==> config.mk <==
export PLATFORM = sky130hd
export DESIGN_NAME = bit_packer_1024_flat
export DESIGN_NICKNAME = d
export VERILOG_FILES = /design/src/rtl/bit_packer_1024_if.sv /design/src/rtl/bit_packer_1024.sv /design/src/flat_wrapper.sv
export SDC_FILE = /design/constraint.sdc
export NUM_CORES = 2
export LEC_CHECK = 0
export ABC_CLOCK_PERIOD_IN_PS = 6900
export CAP_MARGIN = 20
export CORE_MARGIN = 2
export CORE_UTILIZATION = 45
export DETAILED_ROUTE_END_ITERATION = 7
export PLACE_DENSITY = 0.67
export SYNTH_ARGS = -nofsm -noshare
export SYNTH_HDL_FRONTEND = slang
export SYNTH_SLANG_ARGS = --single-unit
export TNS_END_PERCENT = 20
==> constraint.sdc <==
create_clock -name clock -period 6.9 [get_ports clock]
set_input_delay 1.38 -clock clock [delete_from_list [all_inputs] [get_ports clock]]
set_output_delay 1.38 -clock clock [all_outputs]
set_load 0.02 [all_outputs]
==> src/rtl/bit_packer_1024_if.sv <==
// Ready/valid bundle between the conv/bn word stream and the 1024-bit queue.
// The enq side carries narrow words in; the deq side carries full beats out.
interface bit_packer_1024_if #(
  parameter int IN_W  = 64,
  parameter int OUT_W = 1024
);
  logic [IN_W-1:0]  io_enq_bits;
  logic             io_enq_valid;
  logic             io_enq_last;
  logic             io_enq_ready;
  logic [OUT_W-1:0] io_deq_bits;
  logic             io_deq_valid;
  logic             io_deq_last;
  logic             io_deq_ready;

  // Environment view: produces words, consumes beats.
  modport master (
    output io_enq_bits, io_enq_valid, io_enq_last, io_deq_ready,
    input  io_enq_ready, io_deq_bits, io_deq_valid, io_deq_last
  );

  // Packer view: consumes words, produces beats.
  modport slave (
    input  io_enq_bits, io_enq_valid, io_enq_last, io_deq_ready,
    output io_enq_ready, io_deq_bits, io_deq_valid, io_deq_last
  );
endinterface

==> src/rtl/bit_packer_1024.sv <==
// Width up-converter: packs IN_W-bit activation words into OUT_W-bit beats.
// An assembly register fills lane by lane (first word in the LSBs) while a
// separate output slot presents the previous beat, so one word per cycle is
// sustained as long as the queue takes a beat at least every RATIO cycles.
// A completed beat that cannot move to a busy slot parks in the assembly
// register (pending) and stalls the input until the slot frees up.
// IN_W must divide OUT_W exactly.
module bit_packer_1024 #(
  parameter int IN_W  = 64,
  parameter int OUT_W = 1024
) (
  input  logic               clock,
  input  logic               reset,
  bit_packer_1024_if.slave   bus
);

  localparam int RATIO = OUT_W / IN_W;
  localparam int CNT_W = (RATIO > 1) ? $clog2(RATIO) : 1;
  localparam logic [CNT_W-1:0] LAST_LANE = CNT_W'(RATIO - 1);

  logic [OUT_W-1:0] asm_reg;
  logic [OUT_W-1:0] asm_word;
  logic [OUT_W-1:0] out_reg;
  logic [CNT_W-1:0] cnt;
  logic             pending;
  logic             pend_last;
  logic             out_valid;
  logic             out_last;

  logic             accept;
  logic             fire;
  logic             slot_free;
  logic             complete;

  // Handshake qualifiers; input readiness depends only on registered state.
  always_comb begin
    accept    = bus.io_enq_valid & ~pending;
    fire      = out_valid & bus.io_deq_ready;
    slot_free = ~out_valid | fire;
    complete  = accept & ((cnt == LAST_LANE) | bus.io_enq_last);
  end

  // Assembly register with the incoming word dropped into its lane. Lanes
  // above cnt are always zero because asm_reg is cleared whenever it empties,
  // which is what zero-fills a beat cut short by io_enq_last.
  always_comb begin
    asm_word = asm_reg;
    if (accept) begin
      asm_word[cnt*IN_W +: IN_W] = bus.io_enq_bits;
    end
  end

  // Assembly, pending and output-slot state. A parked beat takes priority
  // for the slot; no word can be accepted while one is parked.
  always_ff @(posedge clock or negedge reset) begin
    if (!reset) begin
      asm_reg   <= '0;
      out_reg   <= '0;
      cnt       <= '0;
      pending   <= 1'b0;
      pend_last <= 1'b0;
      out_valid <= 1'b0;
      out_last  <= 1'b0;
    end else if (pending && slot_free) begin
      out_reg   <= asm_reg;
      out_valid <= 1'b1;
      out_last  <= pend_last;
      asm_reg   <= '0;
      pending   <= 1'b0;
    end else if (complete && slot_free) begin
      out_reg   <= asm_word;
      out_valid <= 1'b1;
      out_last  <= bus.io_enq_last;
      asm_reg   <= '0;
      cnt       <= '0;
    end else if (complete) begin
      asm_reg   <= asm_word;
      pending   <= 1'b1;
      pend_last <= bus.io_enq_last;
      cnt       <= '0;
    end else begin
      if (accept) begin
        asm_reg <= asm_word;
        cnt     <= cnt + CNT_W'(1);
      end
      if (fire) begin
        out_valid <= 1'b0;
      end
    end
  end

  // Outputs come straight from registers, so beats hold stable until taken.
  always_comb begin
    bus.io_enq_ready = ~pending;
    bus.io_deq_bits  = out_reg;
    bus.io_deq_valid = out_valid;
    bus.io_deq_last  = out_last;
  end

endmodule

==> src/flat_wrapper.sv <==
// flat-port wrapper written by rule: the top's interface ports become plain ports
module bit_packer_1024_flat 
#(
  parameter int IN_W  = 64,
  parameter int OUT_W = 1024
)
  (clock, reset, bus_io_enq_bits, bus_io_enq_valid, bus_io_enq_last, bus_io_deq_ready, bus_io_enq_ready, bus_io_deq_bits, bus_io_deq_valid, bus_io_deq_last);
  bit_packer_1024_if #(.IN_W(IN_W), .OUT_W(OUT_W)) bus_i ();
  input  logic clock;
  input  logic reset;
  input wire logic [$bits(bus_i.io_enq_bits)-1:0] bus_io_enq_bits;
  input wire logic [$bits(bus_i.io_enq_valid)-1:0] bus_io_enq_valid;
  input wire logic [$bits(bus_i.io_enq_last)-1:0] bus_io_enq_last;
  input wire logic [$bits(bus_i.io_deq_ready)-1:0] bus_io_deq_ready;
  output wire logic [$bits(bus_i.io_enq_ready)-1:0] bus_io_enq_ready;
  output wire logic [$bits(bus_i.io_deq_bits)-1:0] bus_io_deq_bits;
  output wire logic [$bits(bus_i.io_deq_valid)-1:0] bus_io_deq_valid;
  output wire logic [$bits(bus_i.io_deq_last)-1:0] bus_io_deq_last;
  assign bus_i.io_enq_bits = bus_io_enq_bits;
  assign bus_i.io_enq_valid = bus_io_enq_valid;
  assign bus_i.io_enq_last = bus_io_enq_last;
  assign bus_i.io_deq_ready = bus_io_deq_ready;
  assign bus_io_enq_ready = bus_i.io_enq_ready;
  assign bus_io_deq_bits = bus_i.io_deq_bits;
  assign bus_io_deq_valid = bus_i.io_deq_valid;
  assign bus_io_deq_last = bus_i.io_deq_last;
  bit_packer_1024 #(.IN_W(IN_W), .OUT_W(OUT_W)) u_core (.clock(clock), .reset(reset), .bus(bus_i));
endmodule
* Word level (Yosys, flattened, before mapping)
Index checks and enable logic that the tools add are counted.
Word-level totals: register bits 2056, input bits 69, output and inout bits 1027, word-level logic and storage cells 54
Operators by class: add/sub/neg operators 2, equality and inequality tests 3, shift operators 2, mux-type cells 20, bitwise logic cells 9, reductions and logical operators 11
Operators with widths (count):
- 2-to-1 mux 1024 bit | 7
- bitwise mux 1024 bit | 1
- variable shift 64 x 34 -> 1024 bit (first input constant) | 1
- indexed part select 64 x 34 -> 1024 bit | 1
- negator 10 -> 34 bit | 1
- 2-to-1 mux 4 bit | 3
- 2-to-1 mux 1 bit | 9
- AND reduction 2 bit | 3
- nonzero test 3 bit | 2
- adder 4 x 1 -> 4 bit (second input constant) | 1
- == test 4 bit (second input constant) | 1
- inverter 1 bit | 4
- nonzero test 2 bit | 2
- nonzero test 4 bit | 1
- AND 1 bit | 3
- inequality test 3 bit (second input constant) | 1
- AND reduction 3 bit | 1
- logical AND 1 bit | 2
- inequality test 2 x 1 -> 1 bit (second input constant) | 1
- bitwise OR 1 bit | 2

* Depth between registers and ports, before layout
depth in word-level cells 8, depth in mapped cells 15

* Least setup slack after synthesis
Ideal clock, no wire load.
path type reg2reg, from register u_core.cnt[0], to register u_core.asm_reg[452], setup time 0.121 ns, data arrival time 3.276 ns, path slack 3.503 ns, cell stages (with the launch flop) 14, buffers on the path 7, clock period less this slack 3.397 ns, cells stage by stage dfrtp_1 buf_2 buf_1 clkbuf_1 buf_1 inv_1 ha_1 buf_2 nand2b_1 buf_2 a2111oi_4 nor2_1 clkbuf_1 a22o_1
On the way: word-level cells in the longest chain between the ends 8, elaborated cells between the ends (all ways) 14, those cells by class add/sub: 1; eq/ne: 1; shift: 2; mux: 6; bitwise: 2; reduce/logical: 2
RTL lines:
- start: declaration | line bit_packer_1024.sv:24 | logic [CNT_W-1:0] cnt;
- start signal: assignment | line bit_packer_1024.sv:84 | cnt <= cnt + CNT_W'(1);
- negator 10 -> 34 bit | line bit_packer_1024.sv:49 | asm_word[cnt*IN_W +: IN_W] = bus.io_enq_bits;
- indexed part select 64 x 34 -> 1024 bit / variable shift 64 x 34 -> 1024 bit (equally long branches) | line bit_packer_1024.sv:49
- bitwise mux 1024 bit | line bit_packer_1024.sv:49
- 2-to-1 mux 1024 bit | line bit_packer_1024.sv:48 | if (accept) begin
- 2-to-1 mux 1024 bit | line bit_packer_1024.sv:82 | if (accept) begin
- 2-to-1 mux 1024 bit | line bit_packer_1024.sv:76 | end else if (complete) begin
- 2-to-1 mux 1024 bit | line bit_packer_1024.sv:70 | end else if (complete && slot_free) begin
- 2-to-1 mux 1024 bit | line bit_packer_1024.sv:64 | end else if (pending && slot_free) begin
- end signal: assignment | line bit_packer_1024.sv:77 | asm_reg <= asm_word;
- end signal: assignment | line bit_packer_1024.sv:83 | asm_reg <= asm_word;
- end: declaration | line bit_packer_1024.sv:21 | logic [OUT_W-1:0] asm_reg;
Several ways; a longest one is shown, not always the timed one. The select of a mux whose other input is x is not followed. A chain may end at the register's enable or synchronous reset.

* Worst setup path in the final report
from register u_core.pending, to output port bus_io_enq_ready
On the way: word-level cells in the longest chain between the ends 1
RTL lines:
- start: declaration | line bit_packer_1024.sv:25 | logic pending;
- start signal: assignment | line bit_packer_1024.sv:60 | pending <= 1'b0;
- start signal: assignment | line bit_packer_1024.sv:69 | pending <= 1'b0;
- start signal: assignment | line bit_packer_1024.sv:78 | pending <= 1'b1;
- inverter 1 bit | line bit_packer_1024.sv:94 | bus.io_enq_ready = ~pending;
- end: declaration | line flat_wrapper.sv:15 | output wire logic [$bits(bus_i.io_enq_ready)-1:0] bus_io_enq_ready;
No other way between the ends.

==> impl_metrics.env <==
export IMPL_status="finished, final reports clean"
export IMPL_drc_errors=0
export IMPL_peakVddDrop_uv=263.4
export IMPL_drv_slew=0
export IMPL_grt_pass1_wl_mm=496.1
export IMPL_tightest_slew_ns=1.191
export IMPL_cp_start_kind="flip-flop"
export IMPL_antenna_left=0
export IMPL_clockPowerShare_pct=37.0
export IMPL_port_buffers=1095
export IMPL_io_pins=1096
export IMPL_setup_tns_final_ns=0
export IMPL_syn2layout_area_growth_pct=23.21
export IMPL_core_area_um2=189800
export IMPL_layout_nets=8876
export IMPL_tritoncts="done"
export IMPL_internal_power_mw=22.51
export IMPL_dieWidth_um=440.8
export IMPL_ys_flop_type="dfrtp_1"
export IMPL_clk_path_buf_depth=3
export IMPL_netlist_top_cell_by_area="dfrtp_1"
export IMPL_grt_pass1_vias=70610
export IMPL_cts_resized=0
export IMPL_seq_area_frac_synth_pct=59.93
export IMPL_htree_levels=4
export IMPL_grt_max_degree=244
export IMPL_yosysMostFrequentCell="dfrtp_1"
export IMPL_fin_skew_ns=0.05359
export IMPL_layout_drive_gt1_share_pct=6.938
export IMPL_crit_end="bus_io_enq_ready"
export IMPL_final_min_clock_period_ns=5.048
export IMPL_rr_startpoint="u_core.cnt[0]"
export IMPL_max_cap_violations=0
export IMPL_drt_initial_drc_count=9313
export IMPL_cts_root_buffer="clkbuf_16"
export IMPL_hold_buffers=0
export IMPL_criticalPathCategory="flip-flop to output pin"
export IMPL_synth_edf_count=0
export IMPL_synth_fa_ha_area_share_pct=0.04372
export IMPL_synth_xor_area_share_pct=0.01895
export IMPL_cp_data_required_time_ns=5.52
export IMPL_antenna_found_initial=15
export IMPL_cts_sinks=2056
export IMPL_switchingPower_mw=10.51
export IMPL_synth_commonest_cells="dfrtp_1 (2056), nand2_1 (951), nor2_1 (930), o21ai_0 (697), a22o_1 (630)"
export IMPL_synth_simple_gate_area_share_pct=9.933
export IMPL_num_vias=73510
export IMPL_ys_warn_count=0
export IMPL_min_path_type="primary input to async pin"
export IMPL_async_flop_share_pct=100.0
export IMPL_vias_per_cell=6.395
export IMPL_synth_mux_area_share_pct=1.505
export IMPL_power_leakage_nw=44.55
export IMPL_finalHoldViolations=0
export IMPL_syn_nets=8258
export IMPL_crit_start="u_core.pending"
export IMPL_arrival_ns=3.67
export IMPL_period_share_pct=73.16
export IMPL_comb_power_share_pct=20.9
export IMPL_gr_total_overflow=0
export IMPL_syn_inst=8186
export IMPL_r2r_cells=8
export IMPL_rsz0062_at_grt="no"
export IMPL_clk_pin_slew_ns=0.06
export IMPL_wl_mm=344.3
export IMPL_total_power_mw=33.02
export IMPL_fill_cells=16220
export IMPL_initial_core_util_pct=45.24
export IMPL_cts_inserted_buffers=211
export IMPL_endpoint_kind="output pin"
export IMPL_switching_share_pct=31.84
export IMPL_syn_avg_cell_area_um2=10.49
export IMPL_synth_area_um2=85850
export IMPL_post_cts_buffers=0
export IMPL_worst_skew_pair_late_latency_ns=0.89
export IMPL_critPathMaxFanout=127
export IMPL_synth_cell_types=56
export IMPL_slew_headroom_pct=20.62
export IMPL_dp_hpwl_mm=213.8
export IMPL_synth_seq_cells=2056
export IMPL_utilization_pct=55.74
export IMPL_synth_top_area_share_pct=59.93
export IMPL_rrSetupSlack_ns=2.24
export IMPL_fmax_mhz=198.1
export IMPL_dr_pass1_iters=8
export IMPL_seqPwrFrac_pct=42.2
export IMPL_rows=160
export IMPL_die_area_um2=194300
export IMPL_place_gp_congestion=0.9017
export IMPL_die_height_um=440.8
export IMPL_grtUsageTotal_pct=34.59
export IMPL_wire_per_inst_um=29.95
export IMPL_rr_endpoint="u_core.bus.io_deq_bits[920]"
export IMPL_synth_area_top_cells="dfrtp_1 (60%), a22o_1 (6.4%), a32o_1 (4.6%)"
export IMPL_synth_top_family_by_area="compound AO/OA/AOI/OAI gates"
export IMPL_finalSetupViolations=0
export IMPL_synth_compound_area_share_pct=23.80
export IMPL_powerDensity_nw_per_um2=312.2
-- through the flow --
step | hold WS [ns] | worst slack (ns) | cells | cell area [um^2]
floorplan | 0.4561 | 3.503 | 8186 | 85850
global placement | 0.4622 | 1.947 | 11100 | 98190
detailed placement | 0.4697 | 1.895 | 11100 | 98290
CTS | 0.4729 | 1.756 | 11490 | 105700
global route | 0.4929 | 1.756 | 11490 | 105800
finish | 0.4713 | 1.852 | 11500 | 105800
-- final cells by class --
class | instances | area, um^2 | area share (%)
well taps | 2511 | 3142 | 2.970
diodes | 6 | 15.01 | 0.01419
clock buffers | 316 | 6277 | 5.934
inverters | 68 | 255.2 | 0.2413
clock inverters | 72 | 1169 | 1.105
flip-flops and latches | 2056 | 51460 | 48.65
repair buffers | 1283 | 12730 | 12.04
multi-input cells | 5184 | 30730 | 29.05
-- routing by layer --
layer	vias to the layer above	track usage, %	part of all wire [%]
met2	4519	51.05	44
met4	4	23.93	7.9
li1	30690	-	-
met1	37400	44.49	37
met3	895	9.151	11
met5	-	0	0.0078
-- cell families (layout without fill, tap and decap cells) --
| kind of cell | count (synthesis) | count (layout) |
|---|---|---|
| compound gates | 2939 | 2939 |
| simple gates | 2112 | 2112 |
| flops | 2056 | 2056 |
| buf+inv | 946 | 1739 |
| mux | 129 | 129 |
| fa+ha+maj | 3 | 3 |
| xor+xnor | 1 | 1 |
| other cells | 0 | 6 |
-- cell usage in the layout, fill, tap and decap left out, types with 6 or more instances in the layout --
master | Yosys | routed
a22o_1 | 630 | 630
mux2i_1 | 128 | 128
clkdlybuf4s50_1 | 0 | 1077
nor3_4 | 1 | 6
clkbuf_1 | 558 | 47
buf_4 | 29 | 156
buf_2 | 227 | 17
diode_2 | 0 | 6
o22ai_1 | 329 | 329
nor2_4 | 1 | 19
and2_1 | 131 | 127
clkbuf_8 | 0 | 56
nand3_1 | 17 | 12
nor3_1 | 29 | 27
clkinv_2 | 0 | 30
a21oi_1 | 502 | 502
and3_1 | 8 | 7
dfrtp_1 | 2056 | 2054
a211oi_1 | 65 | 65
a32o_1 | 391 | 391
buf_12 | 0 | 28
nor2_1 | 930 | 918
o21ai_0 | 697 | 697
nand2_1 | 951 | 949
clkinv_16 | 0 | 8
bufinv_16 | 0 | 21
clkbuf_16 | 0 | 213
a31oi_1 | 70 | 70
a22oi_1 | 120 | 120
a221oi_1 | 63 | 63
inv_1 | 67 | 67
o21ai_1 | 22 | 19
or3_1 | 7 | 6
o21ai_4 | 0 | 9
o31ai_1 | 23 | 23
-- power groups by stage --
stage	clock network, mW	logic, mW	registers (mW)
final	12.2	6.88	13.9
after global routing	12.8	7.28	14.0
after CTS	12.3	6.85	13.9
after detailed placement	0	6.82	14.1
after global placement	0	6.73	14.1
after floorplan	0	2.51	14.7
-- worst min path at each step --
stage | startpoint | endpoint | slack, ns
final | reset | u_core.asm_reg[257] | 0.47
after global routing | u_core.asm_reg[839] | u_core.asm_reg[839] | 0.49
after CTS | reset | u_core.bus.io_deq_bits[815] | 0.47
after detailed placement | u_core.bus.io_deq_bits[452] | u_core.bus.io_deq_bits[452] | 0.47
after global placement | u_core.bus.io_deq_bits[459] | u_core.bus.io_deq_bits[459] | 0.46
after floorplan | u_core.asm_reg[703] | u_core.asm_reg[703] | 0.46
-- worst max-delay path, cell delays in order, from the launching register on --
cell	delay, ns
dfrtp_4	0.84
buf_12	0.57
clkinv_1	0.51
clkdlybuf4s50_1	0.75
Power figures use the tool's default switching activity.
